$ cat src/rtl/seg_frame_gen.sv
// seg_frame_gen: double-buffered 7-segment frame builder with tick-aligned commit and blink
module seg_frame_gen #(
    parameter int DIGITS    = 8,
    parameter int TICK_BITS = 24
) (
    input  logic                  clk,
    input  logic                  rst,
    input  logic                  in_valid,
    output logic                  in_ready,
    input  logic                  in_raw_mode,
    input  logic [4*DIGITS-1:0]   in_hex,
    input  logic [8*DIGITS-1:0]   in_raw,
    input  logic [DIGITS-1:0]     in_dp,
    input  logic [DIGITS-1:0]     in_blank,
    input  logic [DIGITS-1:0]     in_blink,
    output logic [8*DIGITS-1:0]   pdata,
    output logic                  committed
);
    typedef enum logic {IDLE, PENDING} state_t;
    localparam logic [6:0] SEG [16] = '{
        7'h40, 7'h79, 7'h24, 7'h30, 7'h19, 7'h12, 7'h02, 7'h78,
        7'h00, 7'h10, 7'h08, 7'h03, 7'h46, 7'h21, 7'h06, 7'h0E
    };
    state_t                state;
    logic [TICK_BITS-1:0]  presc;
    logic                  tick;
    logic                  blink_phase;
    logic                  s_raw_mode, a_raw_mode;
    logic [4*DIGITS-1:0]   s_hex, a_hex;
    logic [8*DIGITS-1:0]   s_raw, a_raw;
    logic [DIGITS-1:0]     s_dp, a_dp, s_blank, a_blank, s_blink, a_blink;
    logic [8*DIGITS-1:0]   frame;
    assign tick = &presc;
    assign in_ready = (state == IDLE) && !rst;
    // free-running prescaler and blink phase that flips on every wrap
    always_ff @(posedge clk) begin
        if (rst) begin
            presc       <= '0;
            blink_phase <= 1'b0;
        end else begin
            presc <= presc + 1'b1;
            if (tick)
                blink_phase <= ~blink_phase;
        end
    end
    // accept into the shadow when idle, promote shadow to active on the next tick
    always_ff @(posedge clk) begin
        if (rst) begin
            state      <= IDLE;
            committed  <= 1'b0;
            s_raw_mode <= 1'b0;
            s_hex      <= '0;
            s_raw      <= '0;
            s_dp       <= '0;
            s_blank    <= '1;
            s_blink    <= '0;
            a_raw_mode <= 1'b0;
            a_hex      <= '0;
            a_raw      <= '0;
            a_dp       <= '0;
            a_blank    <= '1;
            a_blink    <= '0;
        end else begin
            committed <= 1'b0;
            if (state == IDLE) begin
                if (in_valid) begin
                    s_raw_mode <= in_raw_mode;
                    s_hex      <= in_hex;
                    s_raw      <= in_raw;
                    s_dp       <= in_dp;
                    s_blank    <= in_blank;
                    s_blink    <= in_blink;
                    state      <= PENDING;
                end
            end else if (tick) begin
                a_raw_mode <= s_raw_mode;
                a_hex      <= s_hex;
                a_raw      <= s_raw;
                a_dp       <= s_dp;
                a_blank    <= s_blank;
                a_blink    <= s_blink;
                committed  <= 1'b1;
                state      <= IDLE;
            end
        end
    end
    // per-digit segment byte: blank beats blink, raw bytes bypass decode and dp
    always_comb begin
        frame = '1;
        for (int i = 0; i < DIGITS; i++)
            frame[8*i +: 8] = (a_blank[i] || (a_blink[i] && blink_phase)) ? 8'hFF :
                              a_raw_mode ? a_raw[8*i +: 8] :
                              {~a_dp[i], SEG[a_hex[4*i +: 4]]};
    end
    // register the frame so the shifter sees a glitch-free, stable word
    always_ff @(posedge clk) begin
        if (rst)
            pdata <= '1;
        else
            pdata <= frame;
    end
endmodule

$ cat config.mk
export PLATFORM = sky130hd
export DESIGN_NAME = seg_frame_gen
export DESIGN_NICKNAME = d
export VERILOG_FILES = /design/src/rtl/seg_frame_gen.sv
export SDC_FILE = /design/constraint.sdc
export NUM_CORES = 1
export LEC_CHECK = 0
export ABC_AREA = 1
export CORE_ASPECT_RATIO = 1.2
export CORE_MARGIN = 2
export CORE_UTILIZATION = 60
export CTS_BUF_LIST = sky130_fd_sc_hd__clkbuf_4 sky130_fd_sc_hd__clkbuf_8 sky130_fd_sc_hd__clkbuf_16
export DETAILED_ROUTE_END_ITERATION = 8
export GPL_TIMING_DRIVEN = 0
export PLACE_DENSITY = 0.86
export SLEW_MARGIN = 10
export SYNTH_ARGS = -nofsm -noshare
export SYNTH_HDL_FRONTEND = slang
export SYNTH_SLANG_ARGS = --single-unit
$ cat constraint.sdc
create_clock -name clk -period 3.6 [get_ports clk]
set_input_delay 0.72 -clock clk [delete_from_list [all_inputs] [get_ports clk]]
set_output_delay 0.72 -clock clk [all_outputs]
set_load 0.02 [all_outputs]
==> flow_summary_export.csv, run 1 <==
group,metric,value,unit
setup_path,cp_max_fo,10,
setup_path,crit_type,"primary input to primary output",
synth,synth_top_area_cell,"dfxtp_1",
final_layout,final_common_cell,"dfxtp_1",
synth,netlist_top_cells_area,"dfxtp_1 46%, nand2_1 8.1%, nor2_1 7.0%",
detailed_routing,route.detailed.wl_per_inst,17.97,um
placement,place.gp.congestion,0.9927,
synth,synth_cells,1830,
clocking,cts.sinks,333,
pwr,p_leak,6.733,nW
final_layout,drive_above_1_share,0.1150,
detailed_routing,routed_wl,43100,um
final_layout,syn_to_final_growth,24.47,%
detailed_routing,vias_per_cell,5.734,
clocking,hold_buffers,0,
timing,worst_clock_skew,0.01728,ns
timing,worst_slew_pin_slew,1.165,ns
hold_path,holdPathStages,2,
die,core-area,23890,um2
run,max_cap_viol_count,0,
die,start_util,0.6089,
global_routing,grt_max_degree,16,
synth,synth_top_area_share,0.4582,
setup_path,worstSetupEndpointType,"primary output",
global_routing,antenna_found_initial,0,
clocking,cts_setup_buffers,0,
global_routing,grt_pass1_vias,13390,
global_routing,grt_pass1_wl,67590,um
die,rows,62,
clocking,ctsResizeCount,0,
global_routing,grt_usage,0.3291,
synth,ys_ff_latch,333,
synth,synthDistinctLibCells,36,
placement,post-dp-hpwl,30210,um
pwr,ir_drop,0.0004683,V
setup_path,start_kind,"primary input",
timing,drv_slew,0,
detailed_routing,postRouteAntennaNets,0,
timing,holdWs,0.4618,ns
final_layout,final_area,18110,um2
setup_path,worstPathRequired,2.88,ns
synth,syn_nets,2011,
hold_path,hp-class,"flop to flop",
final_layout,final_cell_mix,"333 x dfxtp_1, 314 x nand2_1, 273 x nor2_1",
clocking,cts-root-buf,"clkbuf_16",
die,ioPinCount,190,
detailed_routing,drtPass1Iterations,6,
placement,dpl_cell_area,16830,um2
setup_path,cp.arrival,2.58,ns
clocking,cts_buffer_depth,3,
synth,ys_seq_area_frac,0.4582,
timing,worst_slack,0.2976,ns
die,die_x,146.1,um
global_routing,grt-ovfl-total,0,
die,die-area,25510,um2
setup_path,r2r_cells,6,
placement,port_buffers,188,
synth,synth_area_per_cell,7.950,um2
timing,min_period,3.302,ns
die,die_y,174.6,um
timing,rsz0062_at_grt,"no",
synth,synth_warnings,0,
synth,synth_area,14550,um2
timing,fin_setup_tns,0,ns
clocking,clk_pin_slew,0.06,ns
clocking,h-tree-depth,2,
clocking,cts_tree,"yes",
final_layout,fin_util,0.7579,
detailed_routing,via_count,13750,
timing,fmax,302.8,MHz
timing,hold_violations,0,
detailed_routing,first_iter_violations,1236,
timing,slew_headroom,0.2236,
clocking,clk_latency,0.52,ns
final_layout,diodes,0,
timing,setup_viol,0,
placement,post-place-ws,0.3411,ns
run_status,status,"complete, no violations",
final_layout,layout.nets,2235,
clocking,cts_inserted_buffers,34,
detailed_routing,drc,0,
pwr,p_per_area,456.0,nW/um2
timing,post-route-period-util,0.9173,
## where the power goes
part | switching [mW] | internal (mW) | total [mW]
combinational | 0.240 | 0.193 | 0.433
sequential | 0.0821 | 3.80 | 3.88
clock | 1.48 | 2.47 | 3.95
## final timing paths
kind	from	endpoint	slack [ns]
worst max-delay path	rst	in_ready	0.30
worst max register to register	state$_SDFF_PP0_	s_raw[61]$_SDFFE_PP0P_	1.26
worst min-delay path	a_raw[44]$_SDFFE_PP0P_	a_raw[44]$_SDFFE_PP0P_	0.46
worst min register to register	a_raw[44]$_SDFFE_PP0P_	a_raw[44]$_SDFFE_PP0P_	0.46
## sequential cells by signal, indices dropped and copies added, names as in the netlist
name	count
a_raw	64
s_hex	32
state	1
s_raw	64
pdata	64
a_raw_mode	1
a_blank	8
blink_phase	1
a_hex	32
committed	1
a_blink	8
s_dp	8
a_dp	8
presc	24
s_blink	8
s_blank	8
s_raw_mode	1
## cell families after synthesis
logic type / synth area share
flops: 0.4582
xor+xnor: 0.001204
fa+ha+maj: 0.04902
compound gates: 0.1710
buf+inv: 0.06571
simple gates: 0.2548
## Yosys cell counts (all sizes together)
library cell / instances
buf: 49
xnor2: 1
ha: 57
inv: 69
o2111ai: 8
a21boi: 8
a31oi: 7
a211oi: 1
o211ai: 3
o31ai: 7
a21oi: 236
nand2: 317
nor3b: 1
nor3: 17
nand3: 175
nor2: 278
o21ai: 173
nand4: 7
o21a: 1
clkinv: 2
o21bai: 1
dfxtp: 333
clkbuf: 77
nand3b: 1
xor2: 1
## worst max-delay path: stages
cell	delay, ns
clkbuf_1	0.54
clkbuf_1	0.65
nor2_1	0.11
clkdlybuf4s50_1	0.56
## through the flow
stage	std cells	total power, mW
CTS	2398	8.252
global placement	2338	4.358
finish	2398	8.257
global route	2398	8.464
detailed placement	2338	4.376
floorplan	1830	4.127
## final cells by class
type	count	area, um2
clock buffers	51	1094
inverters	71	266.5
multi-input cells	1300	6925
well taps	320	400.4
flip-flops and latches	333	6666
plain buffers	126	689.4
fillers	1746	5786
repair buffers	188	1882
clock inverters	9	183.9
## metal layers
| metal | part of all wire | vias to the layer above | wire, um | track usage |
|---|---|---|---|---|
| li1 | - | 6532 | - | - |
| met1 | 0.38 | 6385 | 16520 | 0.3864 |
| met2 | 0.49 | 672 | 21020 | 0.5708 |
| met3 | 0.075 | 162 | 3232 | 0.05692 |
| met4 | 0.054 | 0 | 2336 | 0.1841 |
| met5 | 0 | - | 0 | 0 |
Power figures use the tool's default switching activity.
==> run 2, diff against run 1 <==
--- a/config.mk
+++ b/config.mk
@@ -9,7 +9,7 @@
 export CORE_ASPECT_RATIO = 1.2
 export CORE_MARGIN = 2
 export CORE_UTILIZATION = 60
-export CTS_BUF_LIST = sky130_fd_sc_hd__clkbuf_4 sky130_fd_sc_hd__clkbuf_8 sky130_fd_sc_hd__clkbuf_16
+export CTS_BUF_LIST = sky130_fd_sc_hd__clkbuf_16
 export DETAILED_ROUTE_END_ITERATION = 8
 export GPL_TIMING_DRIVEN = 0
 export PLACE_DENSITY = 0.86
==> flow_summary_export.csv, run 2 (synthesized netlist as in run 1, its figures left out) <==
group,metric,value,unit
global_routing,grt_usage,0.3302,
timing,drv_slew,0,
pwr,power.switching,1.796,mW
clocking,cts_buffer_depth,3,
global_routing,antenna_found_initial,0,
clocking,h-tree-depth,2,
setup_path,reg2reg_slack,1.27,ns
hold_path,hp-class,"flop to flop",
final_layout,layout.nets,2235,
pwr,p_leak,6.680,nW
final_layout,fin_util,0.7530,
hold_path,worst_hold_path.endpoint,"a_raw[44]$_SDFFE_PP0P_",
setup_path,worstSetupEndpointType,"primary output",
pwr,power.internal,6.199,mW
hold_path,hp-start,"a_raw[44]$_SDFFE_PP0P_",
final_layout,drive_above_1_share,0.1083,
setup_path,critPathMaxStageDelay,0.63,ns
setup_path,r2r_start,"state$_SDFF_PP0_",
die,rows,62,
placement,port_buffers,188,
final_layout,fillers,1756,
placement,dpl_cell_area,16830,um2
global_routing,grt_pass1_wl,67910,um
placement,place.gp.congestion,0.9927,
setup_path,r2r_cells,6,
final_layout,final_area,17990,um2
setup_path,cp.arrival,2.55,ns
final_layout,final_cell_mix,"333 x dfxtp_1, 314 x nand2_1, 273 x nor2_1",
setup_path,crit_type,"primary input to primary output",
pwr,combPwrFrac,0.054,
final_layout,multi_input_area,6925,um2
die,core-area,23890,um2
setup_path,cp_max_fo,10,
setup_path,worstPathRequired,2.88,ns
die,start_util,0.6089,
detailed_routing,via_count,13760,
final_layout,seq_area,6666,um2
final_layout,final_common_cell,"dfxtp_1",
timing,worst_clock_skew,0.01305,ns
pwr,swShare,0.2246,
final_layout,syn_to_final_growth,23.68,%
clocking,cts_inserted_buffers,34,
detailed_routing,route.detailed.wl_per_inst,18.01,um
clocking,hold_buffers,0,
hold_path,holdPathStages,2,
timing,hold_violations,0,
pwr,p_per_area,444.4,nW/um2
detailed_routing,drc,0,
die,die_x,146.1,um
run_status,status,"complete, no violations",
clocking,cts_setup_buffers,0,
pwr,clockPowerShare,0.461,
setup_path,crit_top_cell,"clkbuf_1",
clocking,cts-root-buf,"clkbuf_16",
final_layout,diodes,0,
clocking,cts_tree,"yes",
die,ioPinCount,190,
global_routing,grt_max_degree,16,
setup_path,timing.rr.end,"s_hex[6]$_SDFFE_PP0P_",
detailed_routing,first_iter_violations,1365,
final_layout,reg.largest.list,"a_raw (64), pdata (64), s_raw (64)",
clocking,cts.sinks,333,
die,die_y,174.6,um
timing,slew_headroom,0.2511,
timing,setup_viol,0,
clocking,clk_pin_slew,0.06,ns
placement,post-dp-hpwl,30210,um
setup_path,crit_buf_inv,3,
pwr,ir_drop,0.0004704,V
setup_path,crit_chain,"clkbuf_1, clkbuf_1, nor2_1, clkdlybuf4s50_1",
detailed_routing,drtPass1Iterations,6,
timing,fmax,305.5,MHz
detailed_routing,routed_wl,43200,um
timing,rsz0062_at_grt,"no",
setup_path,start_kind,"primary input",
setup_path,path_delay_family,"buffers and inverters",
pwr,pwr-share-seq,0.485,
detailed_routing,vias_per_cell,5.740,
timing,fin_setup_tns,0,ns
setup_path,crit_slowest_cell,"clkbuf_1",
clocking,ctsResizeCount,0,
global_routing,grt_pass1_vias,13370,
detailed_routing,postRouteAntennaNets,0,
timing,min_period,3.274,ns
global_routing,grt-ovfl-total,0,
clocking,clk_latency,0.52,ns
timing,worst_slew_pin_slew,1.123,ns
timing,post-route-period-util,0.9094,
run,max_cap_viol_count,0,
die,die-area,25510,um2
[run 2: cell types whose count changed in the layout (fill, tap and decap cells not counted)]
cell | before | now
clkbuf_4 | 4 | 0
clkbuf_8 | 10 | 0
clkinv_1 | 2 | 12
inv_1 | 69 | 73
[run 2: power by group through the flow]
stage                     clock (mW)  combinational (mW)  sequential [mW]
final                           3.68               0.434             3.88
after CTS                       3.68               0.432             3.87
after detailed placement           0               0.425             3.95
after global routing            3.85               0.474             3.88
after floorplan                    0               0.200             3.93
after global placement             0               0.410             3.95
[run 2: metrics by stage]
step	worst slack, ns	total power, mW	hold WS, ns	std cells
global placement	0.4220	4.358	0.4394	2338
CTS	0.3879	7.989	0.4618	2398
detailed placement	0.3411	4.376	0.4432	2338
global route	0.2625	8.203	0.4804	2398
floorplan	1.431	4.127	0.4295	1830
finish	0.3263	7.995	0.4623	2398
[run 2: worst reg2reg max path, stage by stage, from the launching register on]
cell and delay, ns:
dfxtp_1 0.35, nor2_1 0.40, inv_1 0.20, clkbuf_1 0.52, buf_2 0.39, nor2_1 0.27, nor2_1 0.09
[run 2: how the worst max path moves through the flow]
stage	from	end	slack [ns]	depth (start not counted)
3_3_place_gp	rst	in_ready	0.42	4
5_1_grt	rst	in_ready	0.26	4
2_1_floorplan	rst	in_ready	1.43	3
3_5_place_dp	rst	in_ready	0.34	4
6_report	rst	in_ready	0.33	4
4_1_cts	rst	in_ready	0.39	4
[run 2: final cells by class]
type	count	share of cell area
Tap cell	320	0.02225
Clock inverter	23	0.01314
Clock buffer	37	0.05146
Sequential cell	333	0.3705
Timing Repair Buffer	188	0.1046
Multi-Input combinational cell	1300	0.3849
Inverter	71	0.01481
Buffer	126	0.03832
[run 2: routing by layer]
metal | up-vias | part of all wire | track usage
met5 | - | 0 | 0
met4 | 0 | 0.056 | 0.1784
met3 | 182 | 0.077 | 0.05614
met2 | 692 | 0.49 | 0.5778
met1 | 6362 | 0.38 | 0.3863
li1 | 6528 | - | -
